==> src/rtl/valid_ready_accum_pkg.sv <==
// rtl/valid_ready_accum_pkg.sv - shared types and helpers for the valid/ready accumulator
package valid_ready_accum_pkg;

  typedef enum logic {
    ACC_UNSIGNED = 1'b0,
    ACC_SIGNED   = 1'b1
  } acc_sign_e;

  function automatic int clog2(input int v);
    int r;
    r = 0;
    while ((1 << r) < v) r++;
    return r;
  endfunction

endpackage

==> src/rtl/valid_ready_accum_if.sv <==
// rtl/valid_ready_accum_if.sv - input beat / result beat handshake bundle
interface valid_ready_accum_if
  import valid_ready_accum_pkg::*;
#(
  parameter int DATA_W = 8,
  parameter int ACC_N  = 4
);
  localparam int CNT_W = clog2(ACC_N + 1);
  localparam int OUT_W = DATA_W + clog2(ACC_N);

  logic [DATA_W-1:0] data_in;
  logic              valid_a;
  logic              last_a;
  logic              ready_a;
  logic              valid_b;
  logic              ready_b;
  logic [OUT_W-1:0]  data_out;
  logic [CNT_W-1:0]  beats_b;

  modport master (
    output data_in, valid_a, last_a, ready_b,
    input  ready_a, valid_b, data_out, beats_b
  );

  modport slave (
    input  data_in, valid_a, last_a, ready_b,
    output ready_a, valid_b, data_out, beats_b
  );
endinterface

==> src/rtl/valid_ready_accum_out_slot.sv <==
// rtl/valid_ready_accum_out_slot.sv - one-entry result register with valid/ready
module valid_ready_out_slot #(
  parameter int OUT_W = 10,
  parameter int CNT_W = 3
) (
  input  logic             clk,
  input  logic             rst,
  input  logic             load,
  input  logic [OUT_W-1:0] load_data,
  input  logic [CNT_W-1:0] load_beats,
  input  logic             ready_b,
  output logic             out_free,
  output logic             valid_b,
  output logic [OUT_W-1:0] data_out,
  output logic [CNT_W-1:0] beats_b
);

  assign out_free = ~valid_b | ready_b;

  // A load while the old result drains keeps valid_b high: back-to-back results.
  always_ff @(posedge clk or posedge rst) begin
    if (rst) begin
      valid_b  <= 1'b0;
      data_out <= '0;
      beats_b  <= '0;
    end else if (load) begin
      valid_b  <= 1'b1;
      data_out <= load_data;
      beats_b  <= load_beats;
    end else if (valid_b && ready_b) begin
      valid_b <= 1'b0;
    end
  end

endmodule

==> src/rtl/valid_ready_accum.sv <==
// rtl/valid_ready_accum.sv - sums groups of ACC_N beats (or shorter, closed by last_a)
module valid_ready_accum
  import valid_ready_accum_pkg::*;
#(
  parameter int        DATA_W = 8,
  parameter int        ACC_N  = 4,
  parameter acc_sign_e SIGNED = ACC_UNSIGNED
) (
  input logic clk,
  input logic rst,
  valid_ready_accum_if.slave bus
);
  localparam int CNT_W = clog2(ACC_N + 1);
  localparam int OUT_W = DATA_W + clog2(ACC_N);

  logic [CNT_W-1:0] cnt;
  logic [OUT_W-1:0] acc;
  logic [OUT_W-1:0] ext_in;
  logic [OUT_W-1:0] acc_sum;
  logic             out_free;
  logic             last_beat;
  logic             acc_fire;
  logic             close;

  function automatic logic [OUT_W-1:0] ext(input logic [DATA_W-1:0] d);
    logic fill;
    fill = (SIGNED == ACC_SIGNED) ? d[DATA_W-1] : 1'b0;
    return {{(OUT_W-DATA_W){fill}}, d};
  endfunction

  assign ext_in    = ext(bus.data_in);
  assign acc_sum   = ((cnt == '0) ? '0 : acc) + ext_in;
  assign last_beat = (cnt == CNT_W'(ACC_N - 1));

  // Non-closing beats never touch the output slot, so they flow even while it is stalled.
  assign bus.ready_a = out_free | (~bus.last_a & ~last_beat);
  assign acc_fire    = bus.valid_a & bus.ready_a;
  assign close       = acc_fire & (bus.last_a | last_beat);

  always_ff @(posedge clk or posedge rst) begin
    if (rst) begin
      acc <= '0;
      cnt <= '0;
    end else if (acc_fire) begin
      if (close) begin
        cnt <= '0;
      end else begin
        acc <= acc_sum;
        cnt <= cnt + CNT_W'(1);
      end
    end
  end

  valid_ready_out_slot #(
    .OUT_W (OUT_W),
    .CNT_W (CNT_W)
  ) u_out_slot (
    .clk        (clk),
    .rst        (rst),
    .load       (close),
    .load_data  (acc_sum),
    .load_beats (cnt + CNT_W'(1)),
    .ready_b    (bus.ready_b),
    .out_free   (out_free),
    .valid_b    (bus.valid_b),
    .data_out   (bus.data_out),
    .beats_b    (bus.beats_b)
  );

endmodule

==> src/flat_wrapper.sv <==
// flat-port wrapper written by rule: the top's interface ports become plain ports
module valid_ready_accum_flat import valid_ready_accum_pkg::*;
#(
  parameter int        DATA_W = 8,
  parameter int        ACC_N  = 4,
  parameter acc_sign_e SIGNED = ACC_UNSIGNED
)
  (clk, rst, bus_data_in, bus_valid_a, bus_last_a, bus_ready_b, bus_ready_a, bus_valid_b, bus_data_out, bus_beats_b);
  valid_ready_accum_if #(.DATA_W(DATA_W), .ACC_N(ACC_N)) bus_i ();
  input logic clk;
  input logic rst;
  input wire logic [$bits(bus_i.data_in)-1:0] bus_data_in;
  input wire logic [$bits(bus_i.valid_a)-1:0] bus_valid_a;
  input wire logic [$bits(bus_i.last_a)-1:0] bus_last_a;
  input wire logic [$bits(bus_i.ready_b)-1:0] bus_ready_b;
  output wire logic [$bits(bus_i.ready_a)-1:0] bus_ready_a;
  output wire logic [$bits(bus_i.valid_b)-1:0] bus_valid_b;
  output wire logic [$bits(bus_i.data_out)-1:0] bus_data_out;
  output wire logic [$bits(bus_i.beats_b)-1:0] bus_beats_b;
  assign bus_i.data_in = bus_data_in;
  assign bus_i.valid_a = bus_valid_a;
  assign bus_i.last_a = bus_last_a;
  assign bus_i.ready_b = bus_ready_b;
  assign bus_ready_a = bus_i.ready_a;
  assign bus_valid_b = bus_i.valid_b;
  assign bus_data_out = bus_i.data_out;
  assign bus_beats_b = bus_i.beats_b;
  valid_ready_accum #(.DATA_W(DATA_W), .ACC_N(ACC_N), .SIGNED(SIGNED)) u_core (.clk(clk), .rst(rst), .bus(bus_i));
endmodule
==> config.mk <==
export PLATFORM = sky130hd
export DESIGN_NAME = valid_ready_accum_flat
export DESIGN_NICKNAME = d
export VERILOG_FILES = /design/src/rtl/valid_ready_accum_pkg.sv /design/src/rtl/valid_ready_accum_if.sv /design/src/rtl/valid_ready_accum_out_slot.sv /design/src/rtl/valid_ready_accum.sv /design/src/flat_wrapper.sv
export SDC_FILE = /design/constraint.sdc
export NUM_CORES = 1
export LEC_CHECK = 0
export BUFFER_PORTS_ARGS = -buffer_cell sky130_fd_sc_hd__buf_2
export CORE_AREA = 2 2 57 59
export DETAILED_ROUTE_END_ITERATION = 12
export DIE_AREA = 0 0 59 61
export GPL_ROUTABILITY_DRIVEN = 0
export PLACE_DENSITY = 0.74
export SLEW_MARGIN = 40
export SYNTH_ARGS = -nofsm -noshare
export SYNTH_HDL_FRONTEND = slang
export SYNTH_SLANG_ARGS = --single-unit
export TNS_END_PERCENT = 100
==> constraint.sdc <==
create_clock -name clk -period 3.1 [get_ports clk]
set_input_delay 0 -clock clk [delete_from_list [all_inputs] [get_ports clk]]
set_output_delay 0 -clock clk [all_outputs]
set_load 0.05 [all_outputs]
After elaboration in Yosys (flattened, before gate mapping)

Index checks and enable logic that the tools add are counted.

Bits in registers: 27
Logic and storage cells: 26
Output and inout port bits: 15
Input port bits: 13

Multiplexer cells: 4
Add/subtract/negate cells: 2
Bitwise gates (word level): 10
Eq/ne operators: 1
Reduce and logical (&&, ||, !) cells: 4

Operators with widths:

| cell                                                            | number |
|---|---|
| 10-bit by 8-bit adder with 10-bit output                        | 1 |
| 10-bit two-way mux                                              | 1 |
| 1-bit NOT                                                       | 4 |
| 3-bit by 1-bit adder with 3-bit output, second input constant   | 1 |
| 1-bit bitwise AND                                               | 3 |
| 3-bit by 2-bit == test with 1-bit output, second input constant | 1 |
| 3-bit logical NOT                                               | 1 |
| 3-bit two-way mux                                               | 1 |
| 1-bit OR                                                        | 3 |
| 1-bit two-way mux                                               | 2 |
| 2-bit AND reduction                                             | 1 |
| 2-bit nonzero test                                              | 1 |
| 1-bit logical AND                                               | 1 |

Longest topological paths before layout

Word-level depth: 8
Mapped depth: 13
Gate-level depth less buffers: 12

By module

A second synthesis with hierarchy kept.

Cells, all modules: 159
Area, all modules: 1,604.0 µm²

By module, submodules not included:

| module               | area each (µm²) | times used | cells an instance | seq. area each (µm²) |
|---|---|---|---|---|
| valid_ready_accum    | 1,079.8         | 1          | 128               | 325.3 |
| valid_ready_out_slot | 524.3           | 1          | 31                | 350.3 |

Worst setup path before layout

No wires, ideal clock.

Kind: register -> register
From: register u_core.cnt[0]
To: register u_core.acc[8]
Arrival: 2.442 ns
Path buffers: 1
Data required time: 2.974 ns
Clock period less this slack: 2.568 ns
Cell stages (with the launch flop): 14
Setup time: 0.126 ns
Path slack: 0.532 ns
Cell sequence: dfrtp_1 inv_1 ha_1 nand2b_1 clkbuf_1 and2_1 ha_1 inv_1 fa_1 nor2b_1 o21a_1 o211ai_1 and3_1 a221o_1

Word-level cells in the longest chain between the ends: 8
Elaborated cells between the ends (all ways): 12
Those cells by class: 1 x add/sub; 1 x eq/ne; 1 x mux; 7 x bitwise; 2 x reduce/logical

RTL lines:

| element                                                                          | line                    | text |
|---|---|---|
| start, declared                                                                  | valid_ready_accum.sv:16 | `logic [CNT_W-1:0] cnt;` |
| start signal, assigned                                                           | valid_ready_accum.sv:49 | `cnt <= cnt + CNT_W'(1);` |
| branches (longest 8 deep; another with 10-bit by 8-bit adder with 10-bit output) | n/a                     |  |
| end signal, assigned                                                             | valid_ready_accum.sv:48 | `acc <= acc_sum;` |
| end, declared                                                                    | valid_ready_accum.sv:17 | `logic [OUT_W-1:0] acc;` |

Several ways; the timed one is not identified.
A chain may end at the register's enable or synchronous reset.

Worst setup path after layout

Same ends and word-level chain as after synthesis.

==> reports/qor.txt <==
Worst slew margin relative to its limit: 62.2%
Arr. time, crit path: 3.05 ns
Top area cells in the synthesized netlist: dfrtp_1 43%, ha_1 8.8%, nand2_1 7.6%
Fmax: 0.355 GHz
Max Slew Vio Count: 0
WP depth: 12
Area growth syn-to-layout: 14.0%
Vias in the first global route: 1230
Final instance area: 1790 um^2
Final min period: 2.81 ns
Final Hold Viols: 0
Leakage: 0.913 nW
Buf/Inv on CP: 2
Top-area cell type share of the netlist area: 43.0%
Die Wd: 59 um
I/O pin count: 28
Placed Area: 1740 um^2
Unrepaired setup endpoints after global routing: no
All-layer global routing usage: 20.7%
CTS tree: done
Initial antenna violation count: 0
Yosys Warn Count: 0
Syn avg cell area: 9.18 um^2
Critical Path RT: 3.34 ns
Antenna Cells: 0
Die span in y: 61 um
Yosys cell types: 39
Post-DRT Antenna Nets: 0
Number of iterations in the first detailed-routing pass: 4
Setup-failing EPs final: 0
Clock tree buffer depth: 2
Pin count of the biggest net entering global routing: 28
Maximum vdd drop: 0.461 mV
CP delay by family, top: simple AND/OR/NAND/NOR gates
Post-synthesis sequential area ratio: 43.0%
Cell count after synthesis: 171
Worst Hold Depth: 4
Clock root buffer: clkbuf_4
Setup crit start kind: flip-flop
Netlist area before placement: 1570 um^2
Gr ovfl total: 0
Outcome: complete, no violations
Syn nets: 196
Slowest CP cell: dfrtp_1
Clock Sinks: 27
Final #Nets: 227
Clk pin slew, worst setup/hold paths: 0.15 ns
Vias: 1329
Clock insertion delay at the later pin of the skew report: 0.33 ns
Final period util: 90.8%
Die area: 3600 um^2
Tightest Pin Transition: 0.566 ns
Critical setup path kind: reg2reg
Core ar.: 2950 um^2
Initial Utilization: 53.2%
Final clock skew: 0.00327 ns
CTS buffer count: 3
H-tree depth: 1
Drt via density: 5.68
Site Rows: 20
Max stage delay on crit path: 0.43 ns
Cell Pwr Density: 928 nW/um^2
DRT iter0 DRCs: 28
PortBufs: 27
Crit. End Element: flip-flop
HPWL after DPL: 2490 um
Drt wl/cell: 14.0 um
Routed WL: 3280 um
Layout cells sized above 1: 19.9%
Hold crit path type: in2reg
Largest area contributor in the netlist: dfrtp_1
Number of remaining DRC errors: 0
Maxcap violations: 0
Worst-case reg-to-reg path depth: 12
Maximum fanout along the worst path: 13
FF+latch count, synth: 27
First-pass GRT wire length: 5550 um
Crit-path cells: inv_1 -> ha_1 -> nand2b_1 -> and2_1 -> ha_1 -> inv_1 -> fa_1 -> nor2b_1 -> o21a_1 -> o211ai_1 -> and3_1 -> a221o_1
Post-CTS setup buffer count: 0
Post-route setup TNS: 0 ns
-- sequential cells by signal, summed over array words and instances, names as in the netlist --
register,count
u_core.acc,10
u_core.u_out_slot.data_out,10
u_core.cnt,3
u_core.u_out_slot.beats_b,3
u_core.u_out_slot.valid_b,1
-- cell usage in the layout (no fill, tap or decap), types with 4 or more instances in the layout --
cell type  Yosys  final
a21oi_1        5      5
nand2b_1       4      4
buf_2          2     27
and2_1         8      8
a21o_1         4      4
nand3_1        4      4
inv_1          8      7
dfrtp_1       27     27
nand2_1       32     32
ha_1          11     11
nor2_1         5      5
o21ai_0       16     16
-- through the flow --
stage	worst slack, ns	hold WS (ns)	util (%)	power, mW	std cells
after floorplan	0.532	0.0527	-	1.30	171
after global placement	0.450	0.287	59.1	1.48	228
after detailed placement	0.277	0.0953	59.1	1.51	228
after CTS	0.252	0.0171	60.6	1.67	234
after global routing	0.0234	0.0404	60.6	1.78	234
final	0.286	0.0204	60.6	1.66	234
-- worst min-delay path: cells and delay by family --
family / cells / cell delay, ns
fa+ha+maj: 1 / 0.14
buf+inv: 1 / 0.09
simple gates: 2 / 0.10
-- worst paths after layout --
| kind | from | end | slack (ns) |
|---|---|---|---|
| hold / removal | bus_data_in[0] | u_core.acc[0] | 0.02 |
| min in group asynchronous | rst | u_core.u_out_slot.data_out[0] | 0.24 |
| setup / recovery | u_core.cnt[0] | u_core.acc[8] | 0.29 |
| max in group asynchronous | rst | u_core.acc[9] | 2.49 |
| hold reg to reg | u_core.acc[4] | u_core.acc[4] | 0.49 |
| setup reg to reg | u_core.cnt[0] | u_core.acc[8] | 0.29 |
-- report_power, final --
group	total [mW]	internal, mW	switching, mW
sequential	0.576	0.495	0.0810
clock	0.158	0.0506	0.107
combinational	0.927	0.299	0.628
total	1.66	0.845	0.816
-- cells in the mapped netlist --
cell type,n
clkbuf_1,4
inv_1,8
fa_1,1
or3b_2,1
o311a_1,1
nand4_1,1
a2bb2oi_1,1
nand2_1,32
a221oi_1,1
mux2_2,2
nand3_1,4
a211oi_1,2
o31ai_1,2
buf_2,2
mux2i_1,1
nor3_1,3
nand2b_1,4
xor2_1,2
a221o_1,2
and2_0,1
o211ai_1,3
a21oi_1,5
o21ai_0,16
and2_1,8
nor3b_1,1
nand3b_1,1
or2_2,2
a22o_1,1
ha_1,11
and3_1,3
o21a_1,3
or4b_1,1
xnor2_1,1
nor2b_1,1
a21o_1,4
nor2_1,5
dfrtp_1,27
or4_1,2
a21oi_2,1
-- layout make-up --
cell class | count | area, um^2
inverter | 8 | 30.0
timing repair buffer | 32 | 178
fill | 264 | 1160
multi-input combinational | 130 | 840
tap | 33 | 41.3
clock buffer | 4 | 26.3
sequential | 27 | 676
-- routing by layer --
metal	share of wire [%]	global-route usage (%)
met5	0	0
met3	3.6	1.92
met1	46	27.4
met2	49	35.1
met4	1.7	8.44
-- cells by family (layout without fill, tap and decap cells) --
| group | count (synthesis) | after routing | synth area share, % |
|---|---|---|---|
| simple gates | 70 | 70 | 22.2 |
| compound gates | 42 | 42 | 17.5 |
| flops | 27 | 27 | 43.0 |
| buf+inv | 14 | 44 | 3.51 |
| fa+ha+maj | 12 | 12 | 10.0 |
| xor+xnor | 3 | 3 | 1.67 |
| mux | 3 | 3 | 2.07 |
-- what timing repair did --
| item | 4_1_cts | 5_1_grt |
|---|---|---|
| endpoints found under the hold margin | 28 | 0 |
| gates resized for setup | 0 | 0 |
| hold buffers | 2 | 0 |
(Power assumes the default switching activity.)
